===== config.mk =====
export PLATFORM = sky130hd
export DESIGN_NAME = fsm_pattern_serializer
export DESIGN_NICKNAME = d
export VERILOG_FILES = /design/src/rtl/fsm_pattern_serializer_pkg.sv /design/src/rtl/fsm_pattern_serializer_seq101_tracker.sv /design/src/rtl/fsm_pattern_serializer.sv
export SDC_FILE = /design/constraint.sdc
export NUM_CORES = 1
export LEC_CHECK = 0
export ABC_AREA = 1
export BUFFER_PORTS_ARGS = -buffer_cell sky130_fd_sc_hd__buf_2
export CAP_MARGIN = 30
export CORE_AREA = 5 5 74 59
export DETAILED_ROUTE_END_ITERATION = 12
export DIE_AREA = 0 0 79 64
export PLACE_DENSITY_LB_ADDON = 0.12
export SLEW_MARGIN = 5
export SYNTH_ARGS = -nofsm -noshare
export SYNTH_HDL_FRONTEND = slang
export SYNTH_SLANG_ARGS = --single-unit

===== constraint.sdc =====
create_clock -name clk -period 2.9 [get_ports clk]
set_clock_uncertainty 0.1 [all_clocks]
set_input_delay 0 -clock clk [delete_from_list [all_inputs] [get_ports clk]]
set_output_delay 0 -clock clk [all_outputs]
set_load 0.03 [all_outputs]

===== src/rtl/fsm_pattern_serializer_pkg.sv =====
// Shared definitions for the 101 pattern serializer: FSM encoding and the
// line pattern tracked by the golden hit detector.
package fsm_pattern_serializer_pkg;

  typedef enum logic {
    IDLE  = 1'b0,
    SHIFT = 1'b1
  } state_t;

  localparam logic [2:0] PATTERN_101 = 3'b101;

endpackage


===== src/rtl/fsm_pattern_serializer_seq101_tracker.sv =====
// Overlapping 101 tracker on a serial line with a saturating, clearable hit
// counter; usable standalone as a reference model for the detector.
module seq101_tracker
  import fsm_pattern_serializer_pkg::*;
#(
  parameter int CNT_W = 8
) (
  input  logic             clk,
  input  logic             reset,
  input  logic             line,
  input  logic             clr,
  output logic             hit,
  output logic [CNT_W-1:0] seq_hits
);

  // hist[1] is the older bit, hist[0] the bit seen on the previous clock
  logic [1:0] hist;

  assign hit = ({hist, line} == PATTERN_101);

  always_ff @(posedge clk or negedge reset) begin
    if (!reset) begin
      hist     <= 2'b00;
      seq_hits <= '0;
    end else begin
      hist <= {hist[0], line};
      if (clr)
        seq_hits <= '0;
      else if (hit && (seq_hits != {CNT_W{1'b1}}))
        seq_hits <= seq_hits + 1'b1;
    end
  end

endmodule


===== src/rtl/fsm_pattern_serializer.sv =====
// MSB-first word serializer with valid/ready load and a built-in 101 tracker
// watching the driven line.
//
// state | meaning
// IDLE  | line held at 0, ready for a word
// SHIFT | a word is on the line, bit_cnt counts WIDTH-1 down to 0
module fsm_pattern_serializer
  import fsm_pattern_serializer_pkg::*;
#(
  parameter int WIDTH = 8,
  parameter int CNT_W = 8
) (
  input  logic             clk,
  input  logic             reset,
  input  logic             load_valid,
  output logic             load_ready,
  input  logic [WIDTH-1:0] load_data,
  output logic             ser_out,
  output logic             ser_valid,
  output logic             done,
  output logic             hit,
  output logic [CNT_W-1:0] seq_hits,
  input  logic             clr_hits
);

  localparam int CW = (WIDTH > 2) ? $clog2(WIDTH) : 1;

  state_t           state;
  logic [CW-1:0]    bit_cnt;
  logic [WIDTH-1:0] shreg;
  logic             last;
  logic             accept;

  assign last       = (state == SHIFT) && (bit_cnt == '0);
  assign load_ready = (state == IDLE) || last;
  assign done       = last;
  assign accept     = load_valid && load_ready;

  always_ff @(posedge clk or negedge reset) begin
    if (!reset) begin
      state     <= IDLE;
      bit_cnt   <= '0;
      shreg     <= '0;
      ser_out   <= 1'b0;
      ser_valid <= 1'b0;
    end else begin
      // the MSB goes straight to the line; shreg keeps the remaining bits
      if (accept) begin
        state     <= SHIFT;
        bit_cnt   <= CW'(WIDTH - 1);
        shreg     <= {load_data[WIDTH-2:0], 1'b0};
        ser_out   <= load_data[WIDTH-1];
        ser_valid <= 1'b1;
      end else begin
        case (state)
          SHIFT: begin
            if (last) begin
              state     <= IDLE;
              ser_out   <= 1'b0;
              ser_valid <= 1'b0;
            end else begin
              bit_cnt <= bit_cnt - 1'b1;
              shreg   <= {shreg[WIDTH-2:0], 1'b0};
              ser_out <= shreg[WIDTH-1];
            end
          end
          default: begin
            state     <= IDLE;
            ser_out   <= 1'b0;
            ser_valid <= 1'b0;
          end
        endcase
      end
    end
  end

  seq101_tracker #(.CNT_W(CNT_W)) u_tracker (
    .clk      (clk),
    .reset    (reset),
    .line     (ser_out),
    .clr      (clr_hits),
    .hit      (hit),
    .seq_hits (seq_hits)
  );

endmodule


Word level (Yosys, flattened, before mapping)
Index checks and enable logic that the tools add are counted.

Output and inout port bits: 13. Register bits: 24. Word-level logic and storage cells: 39.

Multiplexer cells: 17. Reductions and logical operators: 8. Bitwise operators: 1. Add/sub/neg operators: 2. Equal/unequal tests: 4.

Operator list (count): 8-bit 2-to-1 mux (5); 1-bit 2-to-1 mux (9); 3-bit 2-to-1 mux (3); 8-bit by 1-bit adder with 8-bit output (second input constant) (1); 8-bit inequality test (second input constant) (1); 2-bit nonzero test (2); 3-bit equality test (second input constant) (1); 1-bit logical AND (3); 3-bit logical NOT (1); 3-bit by 1-bit inequality test with 1-bit output (second input constant) (1); 3-bit by 1-bit subtractor with 3-bit output (second input constant) (1); 2-bit by 1-bit inequality test with 1-bit output (second input constant) (1); 2-bit AND reduction (1); 1-bit logical OR (1); 1-bit inverter (1).

Longest topological paths before layout
Depth in word-level cells: 6. Mapped depth: 9. Gate-level depth less buffers: 9.

Cells and area by module
Synthesis repeated with hierarchy kept, for this count alone.

Cells, all modules: 143. Area total of the unflattened synthesis: 1238.7 µm².

By module, submodules not included: fsm_pattern_serializer (cells each 71, area an instance 686.9 µm², sequential area each 325.3 µm², instances 1); seq101_tracker (cells each 72, area an instance 551.8 µm², sequential area each 250.2 µm², instances 1).

Worst setup path before layout
No wires, ideal clock.

Kind: register to register. Start: reg bit_cnt[0]. End: reg bit_cnt[1]. Clock period less this slack: 1.558 ns. Arrival time: 1.338 ns. Setup slack: 1.342 ns. Cell stages (with the launch flop): 9. Buffers on the path: 0. Data required time: 2.680 ns. Cell sequence: dfrtp_1 inv_1 ha_1 ha_1 inv_2 nand2_2 nand2_2 o21ai_0 inv_1.

Longest elaborated chain between the ends: 6. Elaborated cells between the ends (all ways): 11. Those cells by class: add/sub: 1; eq/ne: 1; mux: 3; reduce/logical: 6.

Ends and longest elaborated chain: start, declared (line fsm_pattern_serializer.sv:29) `logic [CW-1:0] bit_cnt;`; start signal, assigned (line fsm_pattern_serializer.sv:50) `bit_cnt <= CW'(WIDTH - 1);`; start signal, assigned (line fsm_pattern_serializer.sv:62) `bit_cnt <= bit_cnt - 1'b1;`; 3-bit logical NOT (*) (line fsm_pattern_serializer.sv:34) `assign last = (state == SHIFT) && (bit_cnt == '0);`; 1-bit logical AND (*) (line fsm_pattern_serializer.sv:34); 1-bit logical OR (*) (line fsm_pattern_serializer.sv:35) `assign load_ready = (state == IDLE) || last;`; named net load_ready (line fsm_pattern_serializer.sv:16) `output logic load_ready,`; 1-bit logical AND (*) (line fsm_pattern_serializer.sv:37) `assign accept = load_valid && load_ready;`; 2-bit by 1-bit inequality test with 1-bit output (no source line) or 2-bit nonzero test (tied branches); 2-bit AND reduction (no source line).

Mark *: on every way through the listed nets, which the timed path passes. The rest lies on a longest branch. The select of a mux whose other input is x is not followed. A chain may end at the register's enable or synchronous reset.

Final worst setup path
Start: reg bit_cnt[0]. End: reg shreg[2].

Longest elaborated chain between the ends: 6. Elaborated cells between the ends (all ways): 8. Those cells by class: eq/ne: 1; mux: 1; reduce/logical: 6.

Ends and longest elaborated chain: 3-bit logical NOT (*) (line fsm_pattern_serializer.sv:34); 1-bit logical AND (*) (line fsm_pattern_serializer.sv:34); 1-bit logical OR (line fsm_pattern_serializer.sv:35); 1-bit logical AND (line fsm_pattern_serializer.sv:37); 2-bit by 1-bit inequality test with 1-bit output (no source line) or 2-bit nonzero test (tied branches); 2-bit AND reduction (no source line); end signal, assigned (line fsm_pattern_serializer.sv:51) `shreg <= {load_data[WIDTH-2:0], 1'b0};`; end signal, assigned (line fsm_pattern_serializer.sv:63) `shreg <= {shreg[WIDTH-2:0], 1'b0};`; end, declared (line fsm_pattern_serializer.sv:30) `logic [WIDTH-1:0] shreg;`.

Every way passes the cells marked *; elsewhere a longest branch is shown, timed or not.

==> impl_metrics.yaml <==
status:
  status: "completed"
synth:
  syn_area_um2: 1200
  avgSynthCellArea_um2: 8.22
  synthTopCellsByArea: "dfrtp_1 (48%), nand2_1 (13%), inv_1 (6.9%)"
  synthAdderAreaFrac: 0.0313
  syn_inst: 146
  synth_compound_area_frac: 0.0636
  synth_area_leader_cell: "dfrtp_1"
  yosysTopAreaCellShare: 0.480
  synth_warnings: 0
  synth.area.mux_share: 0
  syn_nets: 161
  seq_area_frac_synth: 0.480
  synth_cell_types: 22
  synthSimpleGateAreaFrac: 0.326
  synth_top_family_by_area: "simple AND/OR/NAND/NOR gates"
  synth_xor_area_frac: 0
  ys_seq_elements: 23
sta:
  period_share: 0.551
  tightest_slew_ns: 0.515
  finalSetupTns_ns: 0
  final-hold-violation-count: 0
  rsz0062_at_grt: "false"
  setup_slack_ns: 1.30
  max_freq_mhz: 626
  period_needed_ns: 1.60
  max_slew_margin: 0.657
  slew_violations: 0
  finalSetupViolations: 0
final_layout:
  fillers: 358
  antenna_cells: 0
  drive_gt1_frac: 0.251
  final_common_cell: "nand2_1"
  layout_common_cells: "nand2_1 (42), buf_2 (24), dfrtp_1 (23), inv_1 (22), nand3_1 (14)"
  area_delta_synth_final_pct: 25.9
  fin_nets: 199
floorplanning:
  die-height_um: 64
  initial_utilization: 0.339
  fp.dieW_um: 79
  core-area_um2: 3540
  row_count: 19
  die-area_um2: 5060
  pin_count: 25
placed_design:
  gp_congestion: 0.736
  dp_worst_setup_slack_ns: 1.30
  io_buffers: 24
  place_hpwl_um: 1910
clock_network:
  clk_latency_ns: 0.26
  post_cts_buffers: 0
  ctsHoldBuffers: 10
  clk_path_buf_depth: 2
  numCtsBuffers: 3
  cts_tree: "built"
  cts_resized: 0
  clkSinkCount: 23
  clkSlewWorstSetupHoldPaths_ns: 0.08
  htree_levels: 1
  clock-root-buffer: "clkbuf_8"
drt:
  drt-initial-drc-count: 40
  drc: 0
  antenna_left: 0
  routedWlPerCell_um: 11.1
  drtPass1Iterations: 4
  wl_um: 2510
  vias: 1000
  via_per_inst: 4.44
global_routing:
  grt_overflow: 0
  grt_first_pass_wirelength_um: 4530
  grt_pass1_vias: 1002
  grt_antenna_before_repair: 0
  track_usage: 0.112
  grt_max_degree: 24
setup_path:
  cp.arrival_ns: 1.64
  worstSetupPathType: "reg -> reg"
  start_kind: "register"
  critical_path_required_ns: 2.94
  path_max_fanout: 10
  end_kind: "register"
pwr:
  powerDensity_nw_per_um2: 668
  power.leakage_nw: 0.819
  power_mw: 1.01
  peakVddDrop_mv: 0.417
job:
  max-cap-violations: 0
hold_path:
  hold_path.class: "in -> reg"
[critical path: stages (launching register included)]
cell,delay [ns]
dfrtp_1,0.33
inv_1,0.06
ha_1,0.20
ha_1,0.20
inv_2,0.06
nand2_2,0.12
nand2_2,0.21
inv_2,0.07
nand2_1,0.06
o211ai_1,0.08
[cell families after synthesis]
family | count (synthesis)
flops | 23
compound gates | 12
fa+ha+maj | 3
buf+inv | 30
simple gates | 78
[state kept, by name, summed over array words and instances, names as in the netlist]
name                cells
bit_cnt                 3
state                   1
u_tracker.hist          2
u_tracker.seq_hits      8
shreg                   7
ser_out                 1
ser_valid               1
[through the flow]
step | hold WS, ns | instances | utilization | instance area (um2)
after floorplan | -0.396 | 146 | - | 1200
after global placement | -0.0853 | 211 | 0.385 | 1370
after detailed placement | -0.0910 | 211 | 0.385 | 1370
after CTS | 0.0284 | 225 | 0.426 | 1510
after global routing | 0.0606 | 225 | 0.426 | 1510
final | 0.0372 | 225 | 0.426 | 1510
[area by class of cell]
| cell class | instances | area [um2] | area share |
|---|---|---|---|
| clock buffers | 4 | 45.0 | 0.0298 |
| inverters | 29 | 111 | 0.0737 |
| multi-input cells | 93 | 505 | 0.335 |
| flip-flops and latches | 23 | 576 | 0.381 |
| well taps | 42 | 52.6 | 0.0348 |
| repair buffers | 34 | 220 | 0.146 |
[cells in the mapped netlist]
| library cell | number |
|---|---|
| dfrtp_1 | 23 |
| inv_2 | 5 |
| nand3b_1 | 1 |
| nand3_2 | 3 |
| nor2_2 | 2 |
| nor2_4 | 3 |
| a21oi_1 | 1 |
| nand2_4 | 1 |
| ha_1 | 3 |
| buf_4 | 1 |
| o211ai_1 | 2 |
| nor2_1 | 8 |
| nand2_1 | 42 |
| nand2_8 | 1 |
| clkinv_1 | 1 |
| o21ai_0 | 4 |
| nand2_2 | 3 |
| inv_4 | 1 |
| o221ai_1 | 3 |
| inv_1 | 22 |
| nand3_1 | 14 |
| o21ai_1 | 2 |
[layer usage]
| metal | GRT usage | vias to the layer above | wire, um |
|---|---|---|---|
| met5 | 0 | - | 0 |
| met4 | 0.0193 | 0 | 18 |
| met3 | 0.0309 | 2 | 124 |
| met2 | 0.167 | 17 | 1030 |
| met1 | 0.162 | 453 | 1340 |
| li1 | - | 528 | - |
[worst paths after layout]
kind	from	end	slack (ns)	cells after the start
min	load_valid	state$_DFF_PN0_	0.04	3
min reg2reg	u_tracker.hist[0]$_DFF_PN0_	u_tracker.hist[1]$_DFF_PN0_	0.29	0
max in group asynchronous	reset	u_tracker.seq_hits[6]$_DFFE_PN0P_	2.21	2
max reg2reg	bit_cnt[0]$_DFFE_PN0P_	shreg[2]$_DFFE_PN0P_	1.30	9
min in group asynchronous	reset	shreg[4]$_DFFE_PN0P_	0.14	2
max	bit_cnt[0]$_DFFE_PN0P_	shreg[2]$_DFFE_PN0P_	1.30	9
[report_power, final]
part           internal (mW)  switching (mW)
Combinational          0.123           0.242
Sequential             0.409          0.0413
Clock                 0.0979          0.0955
No activity file was read; power rests on OpenSTA's default activity.
